**src/rtl/iob_master.sv**
```systemverilog
// iob_master: runs one 68000-style cycle on the slow IOB bus for each FSB select and generates the 6800 E clock
module iob_master #(
    parameter int TICK_DIV = 4,
    parameter int E_LOW    = 6,
    parameter int E_HIGH   = 4,
    parameter int TIMEOUT  = 255
) (
    input  logic CLK,
    input  logic nRES,
    input  logic IOCS,
    input  logic IACS,
    input  logic nFAS,
    input  logic nFWE,
    input  logic nFLDS,
    input  logic nFUDS,
    input  logic nDTACK,
    input  logic nVPA,
    input  logic nBERR,
    output logic nAS,
    output logic nLDS,
    output logic nUDS,
    output logic nWEo,
    output logic nVMA,
    output logic E,
    output logic ALE,
    output logic DLE,
    output logic IOReady,
    output logic IOErr
);
    localparam int TW = (TICK_DIV > 1) ? $clog2(TICK_DIV) : 1;
    localparam int EW = $clog2(E_LOW + E_HIGH);
    localparam int OW = $clog2(TIMEOUT + 1);

    typedef enum logic [2:0] {IDLE, S0, S2, WAIT, VPAWAIT, S6, S7, ERR} state_t;

    state_t        state_q, state_d;
    logic [TW-1:0] tick_q, tick_d;
    logic [EW-1:0] ecnt_q, ecnt_d;
    logic          e_q, e_d;
    logic [5:0]    sync_q, sync_d;
    logic [OW-1:0] to_q, to_d;
    logic [1:0]    vph_q, vph_d;
    logic          nas_q, nas_d, nlds_q, nlds_d, nuds_q, nuds_d, nwe_q, nwe_d, nvma_q, nvma_d;
    logic          ale_q, ale_d, dle_q, dle_d, rdy_q, rdy_d, err_q, err_d;
    logic          done_q, done_d, abort_q, abort_d;
    logic          wr_q, wr_d, lds_q, lds_d, uds_q, uds_d;
    logic          tick, dtack_s, vpa_s, berr_s;

    assign tick = tick_q == TW'(TICK_DIV - 1);
    assign {berr_s, vpa_s, dtack_s} = sync_q[5:3];
    assign nAS     = nas_q;
    assign nLDS    = nlds_q;
    assign nUDS    = nuds_q;
    assign nWEo    = nwe_q;
    assign nVMA    = nvma_q;
    assign E       = e_q;
    assign ALE     = ale_q;
    assign DLE     = dle_q;
    assign IOReady = rdy_q;
    assign IOErr   = err_q;

    // free-running tick divider, E clock counter and two-stage input synchronisers
    always_comb begin
        tick_d = tick ? '0 : tick_q + 1'b1;
        ecnt_d = !tick ? ecnt_q : (ecnt_q == EW'(E_LOW + E_HIGH - 1)) ? '0 : ecnt_q + 1'b1;
        e_d    = ecnt_d >= EW'(E_LOW);
        sync_d = {sync_q[2:0], nBERR, nVPA, nDTACK};
    end

    // bus-cycle sequencer: next state, strobes and one-CLK status pulses
    always_comb begin
        state_d = state_q;
        to_d    = to_q;
        vph_d   = vph_q;
        nas_d   = nas_q;
        nlds_d  = nlds_q;
        nuds_d  = nuds_q;
        nwe_d   = nwe_q;
        nvma_d  = nvma_q;
        wr_d    = wr_q;
        lds_d   = lds_q;
        uds_d   = uds_q;
        done_d  = done_q;
        ale_d   = 1'b0;
        dle_d   = 1'b0;
        rdy_d   = 1'b0;
        err_d   = 1'b0;
        abort_d = (state_q != IDLE) && (abort_q || nFAS);
        case (state_q)
            IDLE: begin
                to_d  = '0;
                vph_d = '0;
                if (!nFAS && (IOCS || IACS) && !done_q) begin
                    ale_d   = 1'b1;
                    wr_d    = nFWE;
                    lds_d   = nFLDS;
                    uds_d   = nFUDS;
                    state_d = S0;
                end
            end
            S0: if (tick) begin
                nas_d   = 1'b0;
                nwe_d   = wr_q;
                nlds_d  = wr_q ? lds_q : 1'b1;
                nuds_d  = wr_q ? uds_q : 1'b1;
                state_d = S2;
            end
            S2: if (tick) begin
                nlds_d  = lds_q;
                nuds_d  = uds_q;
                state_d = WAIT;
            end
            WAIT: if (tick) begin
                to_d = to_q + 1'b1;
                if (!berr_s) state_d = ERR;
                else if (!dtack_s) begin
                    dle_d   = 1'b1;
                    state_d = S6;
                end
                else if (!vpa_s) state_d = VPAWAIT;
                else if (to_q == OW'(TIMEOUT - 1)) state_d = ERR;
            end
            VPAWAIT: begin
                if (!berr_s) state_d = ERR;
                else if (vph_q == 2'd0) begin
                    if (!e_q) begin
                        nvma_d = 1'b0;
                        vph_d  = 2'd1;
                    end
                end
                else if (vph_q == 2'd1) begin
                    if (e_q) vph_d = 2'd2;
                end
                else if (!e_q) begin
                    dle_d   = 1'b1;
                    state_d = S6;
                end
            end
            S6: if (tick) state_d = S7;
            S7, ERR: begin
                {nas_d, nlds_d, nuds_d, nwe_d, nvma_d} = 5'h1F;
                rdy_d   = (state_q == S7) && !abort_d;
                err_d   = (state_q == ERR) && !abort_d;
                done_d  = !abort_q;
                state_d = IDLE;
            end
            default: state_d = IDLE;
        endcase
        if (nFAS) done_d = 1'b0;
    end

    // state register; reset releases every strobe immediately
    always_ff @(posedge CLK or negedge nRES) begin
        if (!nRES) begin
            state_q <= IDLE;
            tick_q  <= '0;
            ecnt_q  <= '0;
            e_q     <= 1'b0;
            sync_q  <= '1;
            to_q    <= '0;
            vph_q   <= '0;
            nas_q   <= 1'b1;
            nlds_q  <= 1'b1;
            nuds_q  <= 1'b1;
            nwe_q   <= 1'b1;
            nvma_q  <= 1'b1;
            ale_q   <= 1'b0;
            dle_q   <= 1'b0;
            rdy_q   <= 1'b0;
            err_q   <= 1'b0;
            done_q  <= 1'b0;
            abort_q <= 1'b0;
            wr_q    <= 1'b1;
            lds_q   <= 1'b1;
            uds_q   <= 1'b1;
        end else begin
            state_q <= state_d;
            tick_q  <= tick_d;
            ecnt_q  <= ecnt_d;
            e_q     <= e_d;
            sync_q  <= sync_d;
            to_q    <= to_d;
            vph_q   <= vph_d;
            nas_q   <= nas_d;
            nlds_q  <= nlds_d;
            nuds_q  <= nuds_d;
            nwe_q   <= nwe_d;
            nvma_q  <= nvma_d;
            ale_q   <= ale_d;
            dle_q   <= dle_d;
            rdy_q   <= rdy_d;
            err_q   <= err_d;
            done_q  <= done_d;
            abort_q <= abort_d;
            wr_q    <= wr_d;
            lds_q   <= lds_d;
            uds_q   <= uds_d;
        end
    end
endmodule

```
**config.mk**
```make
export PLATFORM = sky130hd
export DESIGN_NAME = iob_master
export DESIGN_NICKNAME = d
export VERILOG_FILES = /design/src/rtl/iob_master.sv
export SDC_FILE = /design/constraint.sdc
export NUM_CORES = 1
export LEC_CHECK = 0
export ABC_AREA = 1
export CORE_MARGIN = 3
export CORE_UTILIZATION = 55
export CTS_CLUSTER_SIZE = 12
export DETAILED_ROUTE_END_ITERATION = 12
export PLACE_DENSITY_LB_ADDON = 0.08
export SYNTH_ARGS = -nofsm -noshare
export SYNTH_HDL_FRONTEND = slang
export SYNTH_SLANG_ARGS = --single-unit
```
**constraint.sdc**
```tcl
create_clock -name CLK -period 1.5 [get_ports CLK]
set_input_delay 0.15 -clock CLK [delete_from_list [all_inputs] [get_ports CLK]]
set_output_delay 0.15 -clock CLK [all_outputs]
set_load 0.02 [all_outputs]
```
==> key figures <==
Clock tree
  – Max clock buf depth: 2
  – TritonCTS clock tree: done
  – Root Buffer: clkbuf_4
  – Cts bufs inserted: 5
  – Htree depth: 2
  – Clock sink count: 40
  – Worst-Skew Late Latency: 0.34 ns
  – Reg clk slew, reported paths: 0.11 ns

Global route
  – GR Util All Layers: 20.87%
  – Largest net degree at the start of global routing: 23
  – GR Layer Usage met2: 35.48%
  – Met1 Use GR: 25.84%
  – Aggregate global routing overflow: 0
  – Initial antenna violation count: 0
  – Vias in the first global route: 1546
  – First-pass GRT wire length: 6679 um
  – Top Usage Layer GRT: met2
  – GR Layer Usage met3: 5.272%

Setup path
  – CP cell instances: clkdlybuf4s50_1
  – CP Launch Type: register
  – Arr. time, crit path: 1.27 ns
  – R2R depth: 9
  – Max stage delay on crit path: 0.60 ns
  – Crit end category: output pin
  – Setup CP Type: register to output pin
  – Largest fanout on the critical path: 1
  – FF-to-FF End: state_q[0]
  – Cell family with most CP delay: buffers and inverters
  – Slowest-stage cell, CP: clkdlybuf4s50_1
  – Worst endpoint required time: 1.35 ns
  – RR Startpoint: to_q[3]
  – Buf/Inv on CP: 1
  – Flop2flop setup slack: 0.10 ns

STA
  – Min cycle time layout: 1.424 ns
  – Max Slew Vio Count: 0
  – Final setup viols: 0
  – Final period utilization: 94.95%
  – Worst setup slack after layout: 0.07574 ns
  – Hold slack: 0.2046 ns
  – Slew headroom: 70.13%
  – Unrepaired setup endpoints after global routing: true
  – Hold Violations, Final: 0
  – Setup TNS: 0 ns
  – Fmax achieved: 702.1 MHz
  – Clock skew: 0.01494 ns
  – Slew @ Worst Pin: 0.4481 ns

Power
  – Pleak: 1.128 nW
  – Maximum VDD drop: 0.8930 mV
  – Overall power: 3.411 mW
  – PD cells: 1523 nW/um^2

Place
  – Port buffer count: 20
  – Placed instance area: 2158 sq um
  – Post-placement cell count: 286
  – Placer Congestion: 0.9300
  – DP HPWL: 2771 um
  – Setup WS pre-CTS: 0.05350 ns

Yosys
  – Post-Syn Nets: 230
  – YS warnings: 0
  – Syn_area_per_cell: 8.602 sq um
  – Share of the synthesized area in the top cell type: 35.02%
  – Most frequent cell after synthesis: nand2_1
  – Unique masters post-synth: 26
  – Post-synth top area cell: dfrtp_1
  – Seq cells post-synth: 40
  – Mapped cell area: 1858 sq um
  – Synthesized instance count: 216
  – EDFF count, synth: 0
  – Synth area leaders: dfrtp_1 (35%), dfstp_2 (20%), nand2_1 (12%), nor2_1 (5.7%), inv_1 (4.8%)
  – Synth cell count leaders: nand2_1 (58), nor2_1 (28), dfrtp_1 (26), inv_1 (24)
  – Post-synth top flop: dfrtp_1
  – Async set-or-reset flop fraction in the synthesized netlist: 100.0%
  – Register area share after synthesis: 54.81%

Hold path
  – WHS Endpoint: sync_q[0]
  – Worst hold start: nDTACK
  – Hold crit path type: input port to register
  – Hold Path Stages: 1

Floorplanning
  – Initial Util: 59.40%
  – Core area: 3128 sq um
  – Chip width: 64.12 um
  – # IOs: 21
  – Cell row count: 20
  – Die ar.: 4111 sq um
  – Die Ht: 64.12 um

Routing
  – Detailed Route WL: 3699 um
  – Vias per cell: 5.091
  – Antenna Nets Post-Route: 0
  – DR vias: 1507
  – Detailed Routing Iterations Pass 1: 6
  – Initial drt markers: 107
  – Remaining DRCs: 0
  – Routed WL per cell: 12.50 um

Final layout
  – Share of layout cells above drive strength 1: 19.05%
  – Fin util: 71.60%
  – Layout area overhead: 20.54%
  – Antenna Cells: 0
  – Final net count: 265
  – Design Area, Final: 2240 sq um
  – Post-Layout Cell Count: 296

Status
  – Outcome: finished, final reports clean

Flow run
  – Max Cap Viol: 0
what timing repair did:
action	4_1_cts	5_1_grt
hold endpoints to repair	18	0
buffers inserted	0	1
pin swaps	0	0
hold buffers	1	0
resized for setup	6	8
setup endpoints to repair	6	12
layer usage:
layer	vias up	wire length, um
met5	-	0
met4	0	23
met3	4	145
met2	31	1854
met1	713	1677
li1	759	-
worst max-delay path by stage:
stage,end,depth (start not counted),start,slack (ns)
detailed placement,state_q[0],9,nFAS,0.05
global placement,state_q[0],9,nFAS,0.09
floorplan,E,8,tick_q[0],0.12
CTS,IOReady,1,IOReady,0.02
global route,to_q[3],6,state_q[2],0.00009
finish,DLE,1,DLE,0.08
area by class of cell:
| cell class | count | area [sq um] |
|---|---|---|
| Fill cell | 246 | 888.4 |
| Multi-Input combinational cell | 149 | 738.2 |
| Clock buffer | 7 | 45.04 |
| Tap cell | 44 | 55.05 |
| Timing Repair Buffer | 30 | 282.8 |
| Sequential cell | 40 | 1020 |
| Clock inverter | 1 | 5.005 |
| Inverter | 25 | 93.84 |
cell families (layout without fill, tap and decap cells):
kind of cell / Yosys count / after routing / share of synthesized area [%]
simple gates: 119 / 119 / 28.62
buf+inv: 27 / 63 / 6.263
xor+xnor: 1 / 1 / 0.4715
flops: 40 / 40 / 54.81
compound gates: 26 / 26 / 7.811
fa+ha+maj: 3 / 3 / 2.020
registers in the layout (all words and copies together) (netlist names), 2 cells and up:
signal / cells
sync_q: 6
to_q: 8
ecnt_q: 4
vph_q: 2
tick_q: 2
state_q: 3
layout by cell type, fill, tap and decap left out, types with 2 or more instances in the layout:
cell type / synthesis / layout
clkbuf_1: 0 / 2
nand2_4: 3 / 3
nand3_1: 14 / 14
ha_1: 3 / 2
dlygate4sd2_1: 0 / 6
a21oi_1: 10 / 10
nor2_1: 28 / 27
inv_2: 1 / 2
nand2_2: 2 / 3
dlymetal6s2s_1: 0 / 2
clkbuf_4: 0 / 5
nor3_1: 3 / 3
nor2_2: 3 / 4
dfstp_2: 14 / 14
o31ai_1: 2 / 2
o21ai_0: 9 / 9
nand4_1: 5 / 5
nand2_1: 58 / 57
clkdlybuf4s50_1: 0 / 11
dfrtp_1: 26 / 25
inv_1: 24 / 23
buf_4: 0 / 8
report_power, final:
part	leakage (nW)	internal [mW]	switching (mW)	total (mW)
sequential	0.489	1.37	0.191	1.56
combinational	0.610	0.487	0.857	1.34
clock	0.0293	0.183	0.327	0.510
Note: power is estimated with default switching activity, not from simulation.
